===== config.mk =====
export PLATFORM = sky130hd
export DESIGN_NAME = apb_master_bridge_n
export DESIGN_NICKNAME = d
export VERILOG_FILES = /design/src/rtl/apb_master_bridge_n.sv
export SDC_FILE = /design/constraint.sdc
export NUM_CORES = 1
export LEC_CHECK = 0
export CAP_MARGIN = 0
export CORE_AREA = 4 4 109 111
export CTS_CLUSTER_SIZE = 20
export DETAILED_ROUTE_END_ITERATION = 16
export DIE_AREA = 0 0 113 115
export GPL_TIMING_DRIVEN = 0
export HOLD_SLACK_MARGIN = 0.02
export PLACE_DENSITY = 0.95
export SLEW_MARGIN = 10
export SYNTH_ARGS = -nofsm -noshare
export SYNTH_HDL_FRONTEND = slang
export SYNTH_SLANG_ARGS = --single-unit

===== constraint.sdc =====
create_clock -name SYSCLK -period 4.7 [get_ports SYSCLK]
set_input_delay 0.94 -clock SYSCLK [delete_from_list [all_inputs] [get_ports SYSCLK]]
set_output_delay 0.94 -clock SYSCLK [all_outputs]
set_load 0.02 [all_outputs]

===== src/rtl/apb_master_bridge_n.sv =====
// apb_master_bridge_n: valid/ready command port to an APB3 master with one-hot slot decode.
// Latency: accept at edge N -> PSEL N+1, PENABLE N+2, RSP_VALID N+3, plus one cycle per PREADY wait.
// Backpressure: one transfer in flight; CMD_READY only in IDLE, response held until RSP_READY.
module apb_master_bridge_n #(
  parameter int ADDR_WIDTH     = 32,
  parameter int DATA_WIDTH     = 32,
  parameter int NUM_SLAVES     = 16,
  parameter int SLOT_LSB       = 8,
  parameter int SLOT_BITS      = 4,
  parameter int TIMEOUT_CYCLES = 256
) (
  input  logic                  SYSCLK,
  input  logic                  SYSRST,
  input  logic                  CMD_VALID,
  output logic                  CMD_READY,
  input  logic                  CMD_WRITE,
  input  logic [ADDR_WIDTH-1:0] CMD_ADDR,
  input  logic [DATA_WIDTH-1:0] CMD_WDATA,
  output logic                  RSP_VALID,
  input  logic                  RSP_READY,
  output logic [DATA_WIDTH-1:0] RSP_RDATA,
  output logic                  RSP_ERR,
  output logic                  RSP_TIMEOUT,
  output logic [ADDR_WIDTH-1:0] PADDR,
  output logic [NUM_SLAVES-1:0] PSEL,
  output logic                  PENABLE,
  output logic                  PWRITE,
  output logic [DATA_WIDTH-1:0] PWDATA,
  input  logic [DATA_WIDTH-1:0] PRDATA,
  input  logic                  PREADY,
  input  logic                  PSLVERR
);

  localparam logic [1:0] ST_IDLE   = 2'd0;
  localparam logic [1:0] ST_SETUP  = 2'd1;
  localparam logic [1:0] ST_ACCESS = 2'd2;
  localparam logic [1:0] ST_RESP   = 2'd3;

  // Counter holds 0..TIMEOUT_CYCLES and saturates, so it can never wrap.
  localparam int CNT_W = (TIMEOUT_CYCLES > 1) ? $clog2(TIMEOUT_CYCLES + 1) : 1;
  // Value seen during the last allowed ACCESS cycle (counter cleared on SETUP entry).
  localparam logic [CNT_W-1:0] CNT_LAST =
    (TIMEOUT_CYCLES > 0) ? CNT_W'(TIMEOUT_CYCLES - 1) : '0;

  logic [1:0]            state_q, state_d;
  logic [ADDR_WIDTH-1:0] paddr_q, paddr_d;
  logic [NUM_SLAVES-1:0] psel_q, psel_d;
  logic                  penable_q, penable_d;
  logic                  pwrite_q, pwrite_d;
  logic [DATA_WIDTH-1:0] pwdata_q, pwdata_d;
  logic                  rsp_valid_q, rsp_valid_d;
  logic [DATA_WIDTH-1:0] rsp_rdata_q, rsp_rdata_d;
  logic                  rsp_err_q, rsp_err_d;
  logic                  rsp_timeout_q, rsp_timeout_d;
  logic [CNT_W-1:0]      cnt_q, cnt_d;

  logic [SLOT_BITS-1:0]  cmd_slot;
  logic                  slot_ok;
  logic                  cmd_fire;

  // Slot field decode and command handshake
  always_comb begin
    cmd_slot  = CMD_ADDR[SLOT_LSB +: SLOT_BITS];
    slot_ok   = (32'(cmd_slot) < NUM_SLAVES);
    CMD_READY = (state_q == ST_IDLE) && !SYSRST;
    cmd_fire  = CMD_VALID && CMD_READY;
  end

  // Next-state and next-output computation for the transfer sequencer
  always_comb begin
    state_d       = state_q;
    paddr_d       = paddr_q;
    psel_d        = psel_q;
    penable_d     = penable_q;
    pwrite_d      = pwrite_q;
    pwdata_d      = pwdata_q;
    rsp_valid_d   = rsp_valid_q;
    rsp_rdata_d   = rsp_rdata_q;
    rsp_err_d     = rsp_err_q;
    rsp_timeout_d = rsp_timeout_q;
    cnt_d         = cnt_q;

    case (state_q)
      ST_IDLE: begin
        if (cmd_fire) begin
          paddr_d  = CMD_ADDR;
          pwrite_d = CMD_WRITE;
          pwdata_d = CMD_WDATA;
          if (slot_ok) begin
            state_d   = ST_SETUP;
            psel_d    = NUM_SLAVES'(1) << cmd_slot;
            penable_d = 1'b0;
            cnt_d     = '0;
          end else begin
            // Unmapped slot: answer with an error without touching the bus.
            state_d       = ST_RESP;
            rsp_valid_d   = 1'b1;
            rsp_err_d     = 1'b1;
            rsp_timeout_d = 1'b0;
            rsp_rdata_d   = '0;
          end
        end
      end

      ST_SETUP: begin
        state_d   = ST_ACCESS;
        penable_d = 1'b1;
      end

      ST_ACCESS: begin
        if (cnt_q != '1) begin
          cnt_d = cnt_q + CNT_W'(1);
        end
        // PREADY takes priority over a timeout landing in the same cycle.
        if (PREADY) begin
          state_d       = ST_RESP;
          psel_d        = '0;
          penable_d     = 1'b0;
          rsp_valid_d   = 1'b1;
          rsp_err_d     = PSLVERR;
          rsp_timeout_d = 1'b0;
          rsp_rdata_d   = (pwrite_q || PSLVERR) ? '0 : PRDATA;
        end else if ((TIMEOUT_CYCLES != 0) && (cnt_q == CNT_LAST)) begin
          state_d       = ST_RESP;
          psel_d        = '0;
          penable_d     = 1'b0;
          rsp_valid_d   = 1'b1;
          rsp_err_d     = 1'b1;
          rsp_timeout_d = 1'b1;
          rsp_rdata_d   = '0;
        end
      end

      ST_RESP: begin
        if (RSP_READY) begin
          state_d     = ST_IDLE;
          rsp_valid_d = 1'b0;
        end
      end

      default: begin
        state_d = ST_IDLE;
      end
    endcase
  end

  // State registers with synchronous reset; reset abandons any transfer silently
  always_ff @(posedge SYSCLK) begin
    if (SYSRST) begin
      state_q       <= ST_IDLE;
      paddr_q       <= '0;
      psel_q        <= '0;
      penable_q     <= 1'b0;
      pwrite_q      <= 1'b0;
      pwdata_q      <= '0;
      rsp_valid_q   <= 1'b0;
      rsp_rdata_q   <= '0;
      rsp_err_q     <= 1'b0;
      rsp_timeout_q <= 1'b0;
      cnt_q         <= '0;
    end else begin
      state_q       <= state_d;
      paddr_q       <= paddr_d;
      psel_q        <= psel_d;
      penable_q     <= penable_d;
      pwrite_q      <= pwrite_d;
      pwdata_q      <= pwdata_d;
      rsp_valid_q   <= rsp_valid_d;
      rsp_rdata_q   <= rsp_rdata_d;
      rsp_err_q     <= rsp_err_d;
      rsp_timeout_q <= rsp_timeout_d;
      cnt_q         <= cnt_d;
    end
  end

  // Registered outputs drive the ports directly
  always_comb begin
    PADDR       = paddr_q;
    PSEL        = psel_q;
    PENABLE     = penable_q;
    PWRITE      = pwrite_q;
    PWDATA      = pwdata_q;
    RSP_VALID   = rsp_valid_q;
    RSP_RDATA   = rsp_rdata_q;
    RSP_ERR     = rsp_err_q;
    RSP_TIMEOUT = rsp_timeout_q;
  end

endmodule

==> flow_summary.ini <==
[worst_setup_path]
critPathKind = in -> out
cp.required_ps = 3760
r2r_start = cnt_q[0]
startpoint_type = primary input
cp.arrival_ps = 2300
crit_start = SYSRST
crit_path_end_kind = output pin
cp_max_fo = 6

[sta]
period_share = 0.688
slew_headroom = 0.571
grt_setup_unrepaired = false
max_freq_ghz = 0.309
finalWorstSetupSlack_ps = 1460
finalMaxSlewViolations = 0
setup-violations-final = 0
fin_crit_ps = 3240
finClkSkew_ps = 12.0
tightestPinTransition_ps = 640
hold_viol_final = 0
finalSetupTns_ps = 0

[job]
drv_cap = 0

[yosys]
yosys_warnings = 0
synthCells = 561
synth_seq_cells = 128
synthesis.area_um2 = 4860
synthXorXnorAreaFrac = 0.00361
synth_top_area_share = 0.528
synth_common_cells = dfxtp_1 (128), nand2_1 (89), o21ai_0 (68), nand2b_1 (66), nor2_1 (42)
synth_area_leaders = dfxtp_1 (53%), nand2b_1 (8.5%), o21ai_0 (7.0%), nand2_1 (6.9%), a22oi_1 (4.9%)
yosysMostFrequentCell = dfxtp_1
async_flop_share = 0
syn_nets = 671
synth_edf_count = 0
yosys.area_share.adder = 0.0180
syn_avg_cell_area_um2 = 8.66
synth_cell_types = 36
synth_top_family_by_area = simple AND/OR/NAND/NOR gates
synth_flop_cell = dfxtp_1
yosys.area.top_type = dfxtp_1
yosys.area_share.simple = 0.237
synth_seq_area_share = 0.528
muxShareOfSynthArea = 0.00412
synth_compound_area_frac = 0.172

[pwr]
power_density_nw_per_um2 = 483
peakVddDrop_mv = 0.307
p_leak_nw = 2.75

[grt]
grt_usage = 0.235
grt.overflow.total = 0
grt_start_max_net_pins = 17
first_global_vias = 4955
antenna_found_initial = 0
grt_pass1_wl_mm = 24.3

[clock_network]
ctsResizeCount = 0
post_cts_buffers = 0
root_buffer = clkbuf_8
numCtsBuffers = 17
cts.htree.levels = 4
cts.sinks = 128
cts_tree = done
clk_pin_slew_worst_paths_ps = 60
hold_buffers = 0
clkLatencyLatePin_ps = 500
cts_max_path_buffers = 2

[route]
wire_per_inst_um = 16.2
drt_iter0_drc = 265
wl_mm = 15.4
antenna_left = 0
dr.pass1.iters = 5
vias_per_cell = 5.03
drc = 0
vias = 4781

[place]
dp_hpwl_mm = 11.5
port_buffers = 220
post-place-ws_ps = 1450
gp_congestion = 0.839

[floorplanning]
io_pins = 221
coreArea_um2 = 10800
fp.dieW_um = 113
die_h_um = 115
row_count = 38
initial_core_util = 0.450
die_area_um2 = 13000

[finish]
drive_gt1_frac = 0.0444
syn2layout_area_growth_pct = 59.9
n_fill_cell = 780
nets = 910
antenna_cells = 0

[hold_path]
hp-start = PSEL[0]
holdCritPathClass = reg -> reg

[status]
outcome = finished clean
==> path summary, 6_finish.rpt <==
kind / slack, ps / endpoint / cells after the start
setup / recovery: 1460 / CMD_READY / 3
hold / removal: 450 / PSEL[0] / 2
setup reg to reg: 2360 / PSEL[9] / 9
hold reg to reg: 450 / PSEL[0] / 2
==> worst max-delay path: stages <==
cell and delay (ps):
clkdlybuf4s50_1 510, nor2b_1 200, clkdlybuf4s50_1 640
==> layer usage <==
layer | global-route usage | part of all wire | wire, um | vias to the layer above
li1 | - | - | - | 2381
met1 | 0.249 | 0.39 | 6000 | 2225
met2 | 0.419 | 0.51 | 7790 | 153
met3 | 0.100 | 0.081 | 1240 | 22
met4 | 0.0801 | 0.022 | 341 | 0
met5 | 0 | 0 | 0 | -
==> placed cells by master, fill, tap and decap left out, types with 4 or more instances in the layout <==
master	count
o21ai_0	68
buf_2	4
nor2b_1	4
a22oi_1	32
nand2_1	89
clkdlybuf4s50_1	220
a21oi_1	22
nand3_1	16
nand2b_1	66
a211oi_1	5
nand4_1	5
ha_1	7
clkbuf_16	16
dfxtp_1	128
clkinv_2	4
nor2_1	42
inv_1	6
clkbuf_1	35
==> power by group <==
group          switching, mW  internal (mW)
Sequential             0.104           1.26
Combinational          0.685          0.520
Clock                  0.490          0.696
Total                   1.28           2.47
==> cells by family (layout without fill, tap and decap cells) <==
kind of cell | after synthesis | count (layout)
flops | 128 | 128
fa+ha+maj | 7 | 7
mux | 2 | 2
simple gates | 237 | 237
xor+xnor | 2 | 2
buf+inv | 46 | 296
compound gates | 139 | 139
==> state kept, by name, summed over array words and instances, names as in the netlist <==
name and count:
PADDR 32, PENABLE 1, PSEL 16, PWDATA 32, PWRITE 1, RSP_ERR 1
RSP_RDATA 32, RSP_TIMEOUT 1, RSP_VALID 1, cnt_q 9, state_q 2
==> final cells by class <==
type	instances	area, um^2	share of cell area
flip-flops and latches	128	2560	0.330
clock buffers	17	414	0.0533
plain buffers	40	163	0.0209
well taps	140	175	0.0226
multi-input cells	387	2110	0.272
inverters	6	22.5	0.00290
clock inverters	13	116	0.0150
repair buffers	220	2200	0.284
==> per-stage QoR <==
step	std cells	utilization	hold WS, ps	power [mW]	instance area [um^2]
6_report	951	0.719	451	3.75	7760
2_1_floorplan	561	-	452	2.02	4860
3_3_place_gp	921	0.670	439	2.55	7230
4_1_cts	951	0.719	452	3.77	7760
5_1_grt	951	0.719	472	3.94	7760
3_5_place_dp	921	0.670	444	2.57	7230
(Power assumes the default switching activity.)
